**config.mk**
```make
export PLATFORM = sky130hd
export DESIGN_NAME = shift_barrelpipe_rright
export DESIGN_NICKNAME = d
export VERILOG_FILES = /design/src/rtl/shift_barrelpipe_rright_pkg.sv /design/src/rtl/shift_barrelpipe_rright_stage.sv /design/src/rtl/shift_barrelpipe_rright.sv
export SDC_FILE = /design/constraint.sdc
export NUM_CORES = 1
export LEC_CHECK = 0
export ABC_AREA = 1
export CORE_MARGIN = 2
export CORE_UTILIZATION = 53
export CTS_CLUSTER_SIZE = 24
export DETAILED_ROUTE_END_ITERATION = 10
export GPL_TIMING_DRIVEN = 0
export PLACE_DENSITY = 0.85
export SLEW_MARGIN = 0
export SYNTH_ARGS = -nofsm -noshare
export SYNTH_HDL_FRONTEND = slang
export SYNTH_SLANG_ARGS = --single-unit
```
**constraint.sdc**
```tcl
create_clock -name clk -period 1.4 [get_ports clk]
set_input_delay 0.28 -clock clk [delete_from_list [all_inputs] [get_ports clk]]
set_output_delay 0.28 -clock clk [all_outputs]
set_load 0.02 [all_outputs]
```
**src/rtl/shift_barrelpipe_rright_pkg.sv**
```systemverilog
// Shared definitions for the pipelined rotate-right shifter family.
// Provides the amount-width helper and a reference rotate usable by sibling blocks.
package shift_barrelpipe_rright_pkg;

    localparam int unsigned ROT_MAX_BITS = 64;

    // Smallest r with 2**r >= n; gives shift-amount width and pipe depth.
    function automatic int unsigned log2(input int unsigned n);
        int unsigned r;
        r = 0;
        for (int unsigned i = 0; i < 32; i++) begin
            if ((64'(1) << i) < 64'(n)) begin
                r = i + 1;
            end
        end
        return r;
    endfunction

    // Rotate the low 'width' bits of value right by amount (modulo width).
    function automatic logic [ROT_MAX_BITS-1:0] rotr(
        input logic [ROT_MAX_BITS-1:0] value,
        input int unsigned             amount,
        input int unsigned             width
    );
        logic [ROT_MAX_BITS-1:0] mask;
        logic [ROT_MAX_BITS-1:0] v;
        int unsigned             amt;
        if (width == 0) begin
            return '0;
        end
        mask = (width >= ROT_MAX_BITS) ? '1 : ((64'(1) << width) - 64'(1));
        v    = value & mask;
        amt  = amount % width;
        if (amt == 0) begin
            return v;
        end
        return ((v >> amt) | (v << (width - amt))) & mask;
    endfunction

endpackage

```
**src/rtl/shift_barrelpipe_rright_stage.sv**
```systemverilog
// One register stage of the rotate-right pipe: conditional fixed rotate by 2**Stage
// plus the valid/sh/tag sideband that rides along with the operand.
module shift_rright_stage
    import shift_barrelpipe_rright_pkg::*;
#(
    parameter int unsigned Bits    = 64,
    parameter int unsigned Lg      = 6,
    parameter int unsigned TagBits = 4,
    parameter int unsigned Stage   = 0
) (
    input  logic               clk,
    input  logic               reset_n,
    input  logic               stage_ready,
    input  logic               up_valid,
    input  logic [Bits-1:0]    up_data,
    input  logic [Lg-1:0]      up_sh,
    input  logic [TagBits-1:0] up_tag,
    output logic               dn_valid,
    output logic [Bits-1:0]    dn_data,
    output logic [Lg-1:0]      dn_sh,
    output logic [TagBits-1:0] dn_tag
);

    localparam int unsigned Amt = 2 ** Stage;

    logic               v_q, v_d;
    logic [Bits-1:0]    data_q, data_d;
    logic [Lg-1:0]      sh_q, sh_d;
    logic [TagBits-1:0] tag_q, tag_d;
    logic [Bits-1:0]    rot_w;

    assign rot_w = {up_data[Amt-1:0], up_data[Bits-1:Amt]};

    // Operand regs only move on a real transfer so an empty stage keeps its last value.
    always_comb begin
        v_d    = v_q;
        data_d = data_q;
        sh_d   = sh_q;
        tag_d  = tag_q;
        if (stage_ready) begin
            v_d = up_valid;
            if (up_valid) begin
                data_d = up_sh[Stage] ? rot_w : up_data;
                sh_d   = up_sh;
                tag_d  = up_tag;
            end
        end
    end

    always_ff @(posedge clk or negedge reset_n) begin
        if (!reset_n) begin
            v_q    <= 1'b0;
            data_q <= '0;
            sh_q   <= '0;
            tag_q  <= '0;
        end else begin
            v_q    <= v_d;
            data_q <= data_d;
            sh_q   <= sh_d;
            tag_q  <= tag_d;
        end
    end

    assign dn_valid = v_q;
    assign dn_data  = data_q;
    assign dn_sh    = sh_q;
    assign dn_tag   = tag_q;

endmodule

```
**src/rtl/shift_barrelpipe_rright.sv**
```systemverilog
// Pipelined rotate-right barrel shifter: log2(Bits) stages, one register each,
// elastic valid/ready on both ends with a combinational ready chain.
module shift_barrelpipe_rright
    import shift_barrelpipe_rright_pkg::*;
#(
    parameter int unsigned  Bits    = 64,
    parameter int unsigned  TagBits = 4,
    localparam int unsigned Lg      = log2(Bits)
) (
    input  logic               clk,
    input  logic               reset_n,
    input  logic               in_valid,
    output logic               in_ready,
    input  logic [Bits-1:0]    in_a,
    input  logic [Lg-1:0]      in_sh,
    input  logic [TagBits-1:0] in_tag,
    output logic               out_valid,
    input  logic               out_ready,
    output logic [Bits-1:0]    out_b,
    output logic [TagBits-1:0] out_tag
);

    // Index k is the input of stage k; index Lg is the output of the last stage.
    logic [Lg:0]        vld_w;
    logic [Lg:0]        rdy_w;
    logic [Bits-1:0]    data_w [0:Lg];
    logic [Lg-1:0]      sh_w   [0:Lg];
    logic [TagBits-1:0] tag_w  [0:Lg];
    logic               unused_sh_w;

    assign vld_w[0]  = in_valid;
    assign data_w[0] = in_a;
    assign sh_w[0]   = in_sh;
    assign tag_w[0]  = in_tag;

    // A stage can take new data when it is empty or its successor takes its data.
    always_comb begin
        rdy_w     = '0;
        rdy_w[Lg] = out_ready;
        for (int k = Lg - 1; k >= 0; k--) begin
            rdy_w[k] = !vld_w[k+1] | rdy_w[k+1];
        end
    end

    for (genvar k = 0; k < Lg; k++) begin : g_stage
        shift_rright_stage #(
            .Bits    (Bits),
            .Lg      (Lg),
            .TagBits (TagBits),
            .Stage   (k)
        ) u_stage (
            .clk         (clk),
            .reset_n     (reset_n),
            .stage_ready (rdy_w[k]),
            .up_valid    (vld_w[k]),
            .up_data     (data_w[k]),
            .up_sh       (sh_w[k]),
            .up_tag      (tag_w[k]),
            .dn_valid    (vld_w[k+1]),
            .dn_data     (data_w[k+1]),
            .dn_sh       (sh_w[k+1]),
            .dn_tag      (tag_w[k+1])
        );
    end

    assign in_ready    = rdy_w[0];
    assign out_valid   = vld_w[Lg];
    assign out_b       = data_w[Lg];
    assign out_tag     = tag_w[Lg];
    assign unused_sh_w = ^sh_w[Lg];

endmodule

```
==> results.md, run 1 <==
- Critical Path Sink Type: output pin
- #FFs+latches synth: 429
- Antenna Violating Nets Remaining: 0
- Met3 Resource Use GR: 0.0368
- Status: finished with violations
- Area Overhead vs Synth: 25.7%
- Synthesized area: 20,400 sq um
- Yosys warnings: 0
- # placed instances: 3,066
- Clock latency on the worst-skew pair: 550 ps
- Fin crit period: 2060 ps
- Chip width: 200 um
- Power Dens Cells: 2180 nW/um^2
- Reg area: 10,700 sq um
- Dpl hpwl: 42,800 um
- Worst-Margin Slew: 886 ps
- Slew HR: 0.409
- Max Transition Viols Final: 0
- Peak VDD IR: 1250 uV
- Syn Inst Count: 2,406
- Seq/Total Area, Yosys: 0.527
- Fillcell total: 2,765
- CTS tree: done
- Critical path type: flip-flop to output pin
- CTS Buf Count: 43
- First-pass GRT wire length: 91,800 um
- Port bufs: 146
- Worst R2R Start: g_stage[4].u_stage.dn_valid
- Root Driver: clkbuf_16
- Starting density of the core: 0.540
- Grt met2 use: 0.507
- DR vias: 17,686
- GRT met1 Usage: 0.332
- Final non-filler cell total: 3,170
- Mapped Nets: 2,484
- WL final: 61,100 um
- Failing checks: negative hold slack, negative setup slack
- Area occupied by multi-input gates: 8210 sq um
- RSZ-0062 raised after global routing: true
- WL/cell: 19.3 um
- Vias in the first global route: 17,508
- Fin Hold WS: -228 ps
- Flop2flop setup slack: -470 ps
- Final period utilization: 1.47
- Setup violations, final: 453
- Final Skew: 18.7 ps
- Critical Path AT: 1780 ps
- RD Place Congestion: 0.957
- FF-to-FF End: g_stage[0].u_stage.dn_data[31]
- Final Total Pwr: 55.8 mW
- # diodes: 0
- Worst Slack Setup Final: -664 ps
- Layout cell share with drive strength beyond 1: 0.188
- Drt first-iter violations: 1,240
- DIE AREA: 40,000 sq um
- Fin. Hold Viols: 115
- Startpoint types: flip-flop
- All-Layer GR Usage: 0.284
- Grt peak-use layer: met2
- Max-Cap Viols: 0
- Distinct cells, synth: 22
- Crit path to: in_ready
- Router iterations before antenna repair: 6
- Crit path max fanout: 4
- Chip height: 200 um
- Largest net degree at the start of global routing: 129
- Setup crit start: g_stage[4].u_stage.dn_valid
- Rows: 71
- Fin Setup TNS: -92,880 ps
- Initial antenna violation count: 0
- Fmax: 485 MHz
- CTS clk-pin slew, worst paths: 60 ps
- TritonCTS sink count: 429
- Layout net count: 2,710
- Drt drc: 0
- WP data required: 1120 ps
- R2R cell count: 10
- H-Tree Depth: 2
- Vias per inst: 5.58
- Clock buffer depth: 3
- Post-Syn Area per Cell: 8.47 sq um
- Total gr overflow: 0
- IO Pins: 148
- Core area: 37,800 sq um
- Worst Hold Class: input pin to asynchronous set/reset pin
- Pleak: 12.3 nW
## critical path, cell delays in order, from the launching register on
cell      delay [ps]
dfrtp_1          380
nand3_4          100
nor2_4           180
nand4_1          220
clkbuf_8         220
buf_6            120
## placed cells by master (no fill, tap or decap)
cell / instances
buf_4: 71
nand4_1: 1
o21ai_0: 432
clkbuf_8: 9
buf_8: 21
buf_16: 3
clkdlybuf4s50_1: 75
nand3_1: 46
o21ai_1: 59
clkbuf_16: 57
nor2_4: 2
dfrtp_2: 1
mux2i_1: 128
nand3_4: 2
a21oi_1: 38
nand2_4: 27
inv_4: 2
nand3_2: 36
nand2_1: 628
clkbuf_1: 48
inv_1: 185
clkinv_2: 7
clkbuf_4: 5
buf_1: 6
clkinv_4: 1
buf_12: 4
buf_6: 126
clkbuf_2: 25
dfrtp_1: 428
buf_2: 24
o21ai_2: 3
bufinv_16: 2
nor2_1: 38
nand2_2: 66
nand2_8: 1
inv_2: 3
o211ai_1: 48
inv_6: 1
## stage by stage
step / utilization / instance area, sq um / setup WS (ps) / hold WS (ps)
final: 0.679 / 25600 / -664 / -228
after global routing: 0.679 / 25600 / -707 / -128
after CTS: 0.648 / 24500 / -659 / -171
after detailed placement: 0.599 / 22600 / -1190 / 410
after global placement: 0.597 / 22500 / -18790 / 459
after floorplan: - / 20400 / -25.1 / -15.6
## registers in the layout (all words and copies together) (netlist names)
register and flops:
g_stage.u_stage.dn_tag 24, g_stage.u_stage.dn_valid 6, g_stage.u_stage.dn_data 384, g_stage.u_stage.dn_sh 15
## synthesized netlist by cell type
library cell / count / area, sq um
mux2i_1: 128 / 1280
a21oi_1: 38 / 190
clkbuf_1: 74 / 278
nor2_2: 1 / 6.26
buf_1: 10 / 37.5
nand3_2: 1 / 10.0
nand4_1: 1 / 6.26
o211ai_1: 48 / 360
buf_2: 51 / 255
nand3_4: 1 / 17.5
buf_4: 93 / 698
nand2_2: 2 / 12.5
dfrtp_1: 429 / 10700
o21ai_0: 467 / 2340
o21ai_1: 27 / 135
inv_2: 1 / 3.75
buf_6: 4 / 45.0
nor2_1: 38 / 143
nand2_1: 720 / 2700
nand3_1: 82 / 410
nor2_4: 1 / 11.3
inv_1: 189 / 709
## cell type report
| class | count | share of cell area |
|---|---|---|
| plain buffers | 195 | 0.0609 |
| clock buffers | 61 | 0.0490 |
| clock inverters | 11 | 0.00439 |
| well taps | 511 | 0.0249 |
| multi-input cells | 1555 | 0.320 |
| inverters | 190 | 0.0280 |
| flip-flops and latches | 429 | 0.419 |
| repair buffers | 218 | 0.0936 |
## where the power goes
group          switching (mW)  internal, mW  leakage, nW
combinational            13.8          9.63         6.21
sequential               3.95          17.1         5.37
clock                    4.71          6.59        0.680
total                    22.5          33.3         12.3
## cell families after synthesis
kind of cell | share of synthesized area
and+or+nand+nor | 0.163
DFF | 0.527
AOI/OAI and AO/OA | 0.148
buffers and inverters | 0.0994
muxes | 0.0628
## metal layers
| layer | part of all wire | vias up |
|---|---|---|
| met4 | 0.061 | 0 |
| met1 | 0.38 | 8554 |
| met2 | 0.51 | 715 |
| met3 | 0.050 | 200 |
| met5 | 0 | - |
| li1 | - | 8217 |
## worst min-delay path by stage
stage	startpoint	endpoint	slack (ps)	cells past startpoint
after floorplan	reset_n	g_stage[0].u_stage.dn_data[0]	-20	0
after global placement	g_stage[3].u_stage.dn_tag[2]	g_stage[4].u_stage.dn_tag[2]	460	2
after detailed placement	reset_n	g_stage[5].u_stage.dn_data[0]	410	1
after CTS	reset_n	g_stage[5].u_stage.dn_data[57]	-170	1
after global routing	reset_n	g_stage[5].u_stage.dn_data[59]	-130	1
final	reset_n	g_stage[5].u_stage.dn_data[0]	-230	1
## repair_timing
| action | in CTS | in global routing |
|---|---|---|
| gates cloned | 5 | 12 |
| gates resized for setup | 550 | 266 |
| buffers inserted | 41 | 12 |
| hold endpoints to repair | 115 | 115 |
| setup endpoints to repair | 497 | 566 |
| pin swaps | 8 | 19 |
(Power assumes the default switching activity.)
==> run 2, diff against run 1 <==
--- a/config.mk
+++ b/config.mk
@@ -7,11 +7,12 @@
 export LEC_CHECK = 0
 export ABC_AREA = 1
 export CORE_MARGIN = 2
-export CORE_UTILIZATION = 53
+export CORE_UTILIZATION = 30
+export CTS_CLUSTER_DIAMETER = 40
 export CTS_CLUSTER_SIZE = 24
 export DETAILED_ROUTE_END_ITERATION = 10
 export GPL_TIMING_DRIVEN = 0
-export PLACE_DENSITY = 0.85
+export PLACE_DENSITY = 0.57
 export SLEW_MARGIN = 0
 export SYNTH_ARGS = -nofsm -noshare
 export SYNTH_HDL_FRONTEND = slang
==> run 2 against run 1 <==
Effect of this change:
- the run still ends with negative hold slack, negative setup slack left
- sequential share of layout area is 0.43 points lower
- highest routed layer unchanged
- clock power is 39% higher
- largest cell class unchanged
- fmax is 0.73% higher
- clock-buffer cell count is 9 higher
- cell count is 12% higher
- clock skew is 2.8 ps higher
- hold slack worse by 66 ps
- critical path depth stayed put
- largest power group unchanged
- utilization is 29 points lower
- wire length is 3.0% lower
- die area is 75% higher
==> results.md, run 2 (synthesis results as in run 1) <==
- Status: finished with violations
- Failing checks: negative hold slack, negative setup slack
- Port bufs: 146 (unchanged)
- Layout net count: 2,711 (+0.037%)
- All-Layer GR Usage: 0.170 (-0.114)
- Fillcell total: 7,033 (+150%)
- Crit path to: in_ready
- R2R cell count: 10 (unchanged)
- Most frequent cells in the layout: 709 x nand2_1, 448 x o21ai_0, 427 x dfrtp_1
- Layout cell share with drive strength beyond 1: 0.154 (-0.0332)
- WL/cell: 16.7 um (-14%)
- Total gr overflow: 0 (unchanged)
- WP data required: 1120 ps (about the same)
- First-pass GRT wire length: 94,000 um (+2.4%)
- Dpl ws: -1310 ps (-116 ps)
- Router iterations before antenna repair: 5 (-1)
- Vias per inst: 4.58 (-18%)
- RD Place Congestion: 0.927 (-3.1%)
- Dpl hpwl: 45,000 um (+5.3%)
- IO Pins: 148 (unchanged)
- Placed inst area: 23,100 sq um (+2.0%)
- Fmax: 488 MHz (+0.73%)
- Most common cell after layout, fill and taps aside: nand2_1
- Starting density of the core: 0.303 (-0.237)
- DIE AREA: 70,100 sq um (+75%)
- Max FFs per register: 384 (unchanged)
- Critical path type: flip-flop to output pin
- Worst-Margin Slew: 765 ps (-122 ps)
- Pleak: 12.2 nW (-0.64%)
- Largest net degree at the start of global routing: 123 (-4.7%)
- Chip height: 265 um (+32%)
- Setup violations, final: 452 (-0.22%)
- Flop2flop setup slack: -360 ps (+110 ps)
- Fin crit period: 2050 ps (-15.0 ps)
- H-Tree Depth: 2 (unchanged)
- Clock buffer depth: 3 (unchanged)
- Drt drc: 0 (unchanged)
- Chip width: 265 um (+32%)
- FF-to-FF End: g_stage[1].u_stage.dn_data[37]
- Max-Cap Viols: 0 (unchanged)
- Startpoint types: flip-flop
- CTS clk-pin slew, worst paths: 60 ps (about the same)
- Core area: 67,300 sq um (+78%)
- Fin. Hold Viols: 96 (-17%)
- Power Dens Cells: 2290 nW/um^2 (+5.3%)
- Vias in the first global route: 16,814 (-4.0%)
- Final period utilization: 1.46 (-0.0107)
- Drt first-iter violations: 874 (-30%)
- Initial antenna violation count: 0 (unchanged)
- Clock latency on the worst-skew pair: 620 ps (+70 ps)
- Design Area, Final: 25,900 sq um (+1.1%)
- Slew HR: 0.490 (+0.0810)
- Critical Path Sink Type: output pin
- Crit path max fanout: 2 (-2)
- Area Overhead vs Synth: 27.1%
- Worst R2R Start: g_stage[3].u_stage.dn_valid
- Final Skew: 21.5 ps (+2.81 ps)
- # diodes: 0 (unchanged)
- CTS tree: done
- TritonCTS sink count: 429 (unchanged)
- DR vias: 16,290 (-7.9%)
- RSZ-0062 raised after global routing: true
- Root Driver: clkbuf_16
- Fin Hold WS: -294 ps (-65.9 ps)
- Antenna Violating Nets Remaining: 0 (unchanged)
- Worst Slack Setup Final: -649 ps (+15.0 ps)
- Critical Path AT: 1770 ps (about the same)
- CTS Buf Count: 59 (+37%)
- Peak VDD IR: 901 uV (-28%)
- Worst Hold Class: input pin to asynchronous set/reset pin
- Max Transition Viols Final: 0 (unchanged)
- Rows: 95 (+34%)
- Setup crit start: g_stage[3].u_stage.dn_valid
- WL final: 59,200 um (-3.0%)
==> run 2: cell types whose count changed in the layout (fill, tap and decap cells not counted), sizes merged <==
cell	previous run	this run
clkinvlp	0	8
clkinv	8	13
buf	255	249
bufinv	2	7
inv	191	201
==> run 2: worst min-delay path by stage <==
stage                                 startpoint                              to  slack (ps)  cells after the start
floorplan                                reset_n   g_stage[0].u_stage.dn_data[0]         -20                      0
global placement    g_stage[3].u_stage.dn_tag[2]    g_stage[4].u_stage.dn_tag[2]         460                      2
detailed placement                       reset_n  g_stage[0].u_stage.dn_data[29]         380                      1
CTS                                      reset_n  g_stage[0].u_stage.dn_data[29]        -270                      1
global route                             reset_n  g_stage[0].u_stage.dn_data[33]        -240                      1
finish                                   reset_n  g_stage[0].u_stage.dn_data[29]        -290                      1
==> run 2: through the flow <==
stage	utilization	instances	power (mW)	setup TNS [ps]	hold WS [ps]
final	0.385	3554	59.4	-70220	-294
after global routing	0.385	3554	63.4	-114330	-239
after CTS	0.383	3550	59.4	-67460	-273
after detailed placement	0.343	3428	42.0	-346890	378
after global placement	0.342	3425	41.7	-8438290	459
after floorplan	-	2406	33.2	-1380	-15.6
==> run 2: repair_timing <==
action                                 4_1_cts  5_1_grt
setup buffers                               39        3
gates cloned                                 2        1
endpoints found under the hold margin       96       96
gates resized for setup                    562       51
setup endpoints to repair                  497      582
pin swaps                                    6        2
==> run 2: worst max-delay path, stage by stage (launching register included) <==
cell and delay [ps]:
dfrtp_1 410, inv_2 70, nor2_4 140, nand4_1 190
clkbuf_8 210, buf_6 120
==> run 2: routing by layer <==
| metal | up-vias | track usage | wire length, um |
|---|---|---|---|
| met5 | - | 0 | 0 |
| met2 | 327 | 0.281 | 27800 |
| met3 | 113 | 0.0220 | 1850 |
| li1 | 8251 | - | - |
| met4 | 0 | 0.0654 | 2090 |
| met1 | 7599 | 0.228 | 27500 |
==> run 2: power by group <==
group          internal, mW  switching (mW)  total, mW
sequential             17.1            3.67       20.8
clock                  9.66            6.03       15.7
combinational          9.45            13.5       22.9
total                  36.2            23.2       59.4
==> run 2: layout make-up <==
type                            count  area [sq um]  area share
Inverter                          190           723      0.0279
Timing Repair Buffer              194          1990      0.0770
Sequential cell                   429         10700       0.415
Multi-Input combinational cell   1555          7710       0.298
Clock inverter                     39           490      0.0189
Clock buffer                       70          1610      0.0622
Tap cell                          873          1090      0.0422
Buffer                            204          1540      0.0596
==> run 3, diff against run 2 <==
--- a/config.mk
+++ b/config.mk
@@ -17,3 +17,4 @@
 export SYNTH_ARGS = -nofsm -noshare
 export SYNTH_HDL_FRONTEND = slang
 export SYNTH_SLANG_ARGS = --single-unit
+export TNS_END_PERCENT = 10
==> run 3 against run 2 <==
Effect of this change:
- the run still ends with negative hold slack, negative setup slack left
- critical path depth unchanged
- global-route usage decreased by 0.23 points
- utilization about the same
- clock-buffer cell count increased by 9
- hold slack got worse by 120 ps
- worst setup slack better by 20 ps
- clock power fell by 4%
- wire length decreased by 0.84%
- flip-flop and latch count is the same
- total power fell by 1.3%
- highest routed layer unchanged
==> results.md, run 3 (synthesis results as in run 1) <==
- Layout cell share with drive strength beyond 1: 0.153 (-0.00118)
- CTS Buf Count: 61 (+3.4%)
- Most frequent cells in the layout: 711 x nand2_1, 438 x o21ai_0, 427 x dfrtp_1
- Startpoint types: flip-flop
- Placed inst area: 23,100 sq um (about the same)
- WP data required: 1120 ps (about the same)
- Dpl ws: -1320 ps (-14.2 ps)
- WL final: 58,700 um (-0.84%)
- Slowest cell on crit path: dfrtp_1
- Crit path max fanout: 2 (unchanged)
- First-pass GRT wire length: 92,900 um (-1.2%)
- DR vias: 16,217 (-0.45%)
- WL/cell: 16.5 um (-0.87%)
- Antenna Violating Nets Remaining: 0 (unchanged)
- Peak VDD IR: 1130 uV (+25%)
- CTS clk-pin slew, worst paths: 60 ps (about the same)
- Setup violations, final: 451 (-0.22%)
- All-Layer GR Usage: 0.168 (-0.00233)
- Max Transition Viols Final: 0 (unchanged)
- Fin Setup TNS: -89,110 ps (-18,890 ps)
- Layout net count: 2,708 (-0.11%)
- Vias in the first global route: 16,783 (-0.18%)
- Clock buffer depth: 3 (unchanged)
- FF-to-FF End: g_stage[1].u_stage.dn_data[55]
- Worst-Margin Slew: 678 ps (-87.3 ps)
- # diodes: 0 (unchanged)
- Rows: 95 (unchanged)
- Worst Path Buf+Inv: 2 (-1)
- Critical Path AT: 1750 ps (-20 ps)
- Fin. Hold Viols: 67 (-30%)
- Fin crit period: 2030 ps (-20.1 ps)
- Critical path's top delay family: simple AND/OR/NAND/NOR gates
- Worst Slack Setup Final: -629 ps (+20.1 ps)
- Worst Hold Class: input pin to asynchronous set/reset pin
- Power Dens Cells: 2260 nW/um^2 (-1.3%)
- Starting density of the core: 0.303 (unchanged)
- Drt first-iter violations: 1,008 (+15%)
- Flop2flop setup slack: -340 ps (+20 ps)
- Initial antenna violation count: 0 (unchanged)
- Total gr overflow: 0 (unchanged)
- Largest net degree at the start of global routing: 118 (-4.1%)
- Max-Cap Viols: 0 (unchanged)
- # placed instances: 3,429 (+0.029%)
- Dpl hpwl: 45,200 um (+0.47%)
- Design Area, Final: 25,900 sq um (about the same)
- Status: finished with violations
- IO Pins: 148 (unchanged)
- Vias per inst: 4.56 (-0.48%)
- Router iterations before antenna repair: 4 (-1)
- Core area: 67,300 sq um (unchanged)
- Slew HR: 0.548 (+0.0582)
- TritonCTS sink count: 429 (unchanged)
- H-Tree Depth: 2 (unchanged)
- Final non-filler cell total: 3,555 (+0.028%)
- RD Place Congestion: 0.900 (-2.9%)
- DIE AREA: 70,100 sq um (unchanged)
- CP max stage delay: 380 ps (-30 ps)
- Worst R2R Start: g_stage[4].u_stage.dn_valid
- Crit-path cells: nand3_4 > nor2_4 > nand4_1 > clkbuf_8 > buf_6
- Pleak: 12.2 nW (about the same)
- Fin Hold WS: -414 ps (-120 ps)
- Port bufs: 146 (unchanged)
- Final Skew: 14.9 ps (-6.56 ps)
- Area Overhead vs Synth: 27.1% (about the same)
- Finished Core Util: 0.385 (about the same)
- Fmax: 493 MHz (+0.99%)
- Chip height: 265 um (unchanged)
- Most common cell after layout, fill and taps aside: nand2_1
- RSZ-0062 raised after global routing: true
- Critical Path Sink Type: output pin
- Critical path type: flip-flop to output pin
- Max FFs per register: 384 (unchanged)
- Failing checks: negative hold slack, negative setup slack
- Drt drc: 0 (unchanged)
- Clock latency on the worst-skew pair: 610 ps (about the same)
- CTS tree: done
- Final period utilization: 1.45 (-0.0144)
- Root Driver: clkbuf_16
- Chip width: 265 um (unchanged)
- R2R cell count: 11 (+1)
## run 3: layout make-up
type,count,area [sq um]
well taps,873,1090
clock inverters,36,359
fillers,6968,41400
plain buffers,208,1640
inverters,190,721
clock buffers,79,1660
multi-input cells,1555,7740
flip-flops and latches,429,10700
repair buffers,185,1970
## run 3: routing by layer
layer  part of all wire  up-vias  wire length (um)  track usage
li1                   -     8245                 -            -
met1               0.46     7568             27100        0.218
met2               0.48      298             27900        0.286
met3              0.030      106              1790       0.0219
met4              0.032        0              1870       0.0609
met5                  0        -                 0            0
## run 3: metrics by stage
step           power [mW]  hold slack (ps)
2_1_floorplan        33.2            -15.6
3_3_place_gp         41.7              460
3_5_place_dp         41.9              254
4_1_cts              58.7             -420
5_1_grt              62.6             -406
6_report             58.7             -414
## run 3: worst max path at each step
stage,end,from,cells after the start,slack (ps)
after global routing,in_ready,g_stage[4].u_stage.dn_valid,5,-680
after CTS,in_ready,g_stage[4].u_stage.dn_valid,5,-650
final,in_ready,g_stage[4].u_stage.dn_valid,5,-630
after detailed placement,in_ready,out_ready,7,-1320
after floorplan,g_stage[0].u_stage.dn_data[20],g_stage[5].u_stage.dn_valid,7,-30
after global placement,g_stage[5].u_stage.dn_valid,reset_n,1,-20720
## run 3: repair_timing
item	in CTS	in global routing
cloned	0	1
endpoints found under the hold margin	62	62
endpoints found under the setup margin	497	497
pin swaps	5	2
resized for setup	510	76
setup buffers	30	4
## run 3: where the power goes
group / switching (mW) / leakage, nW / internal (mW) / total (mW)
Combinational: 13.4 / 5.82 / 9.47 / 22.9
Clock: 5.94 / 0.984 / 9.07 / 15.0
Sequential: 3.68 / 5.37 / 17.1 / 20.8
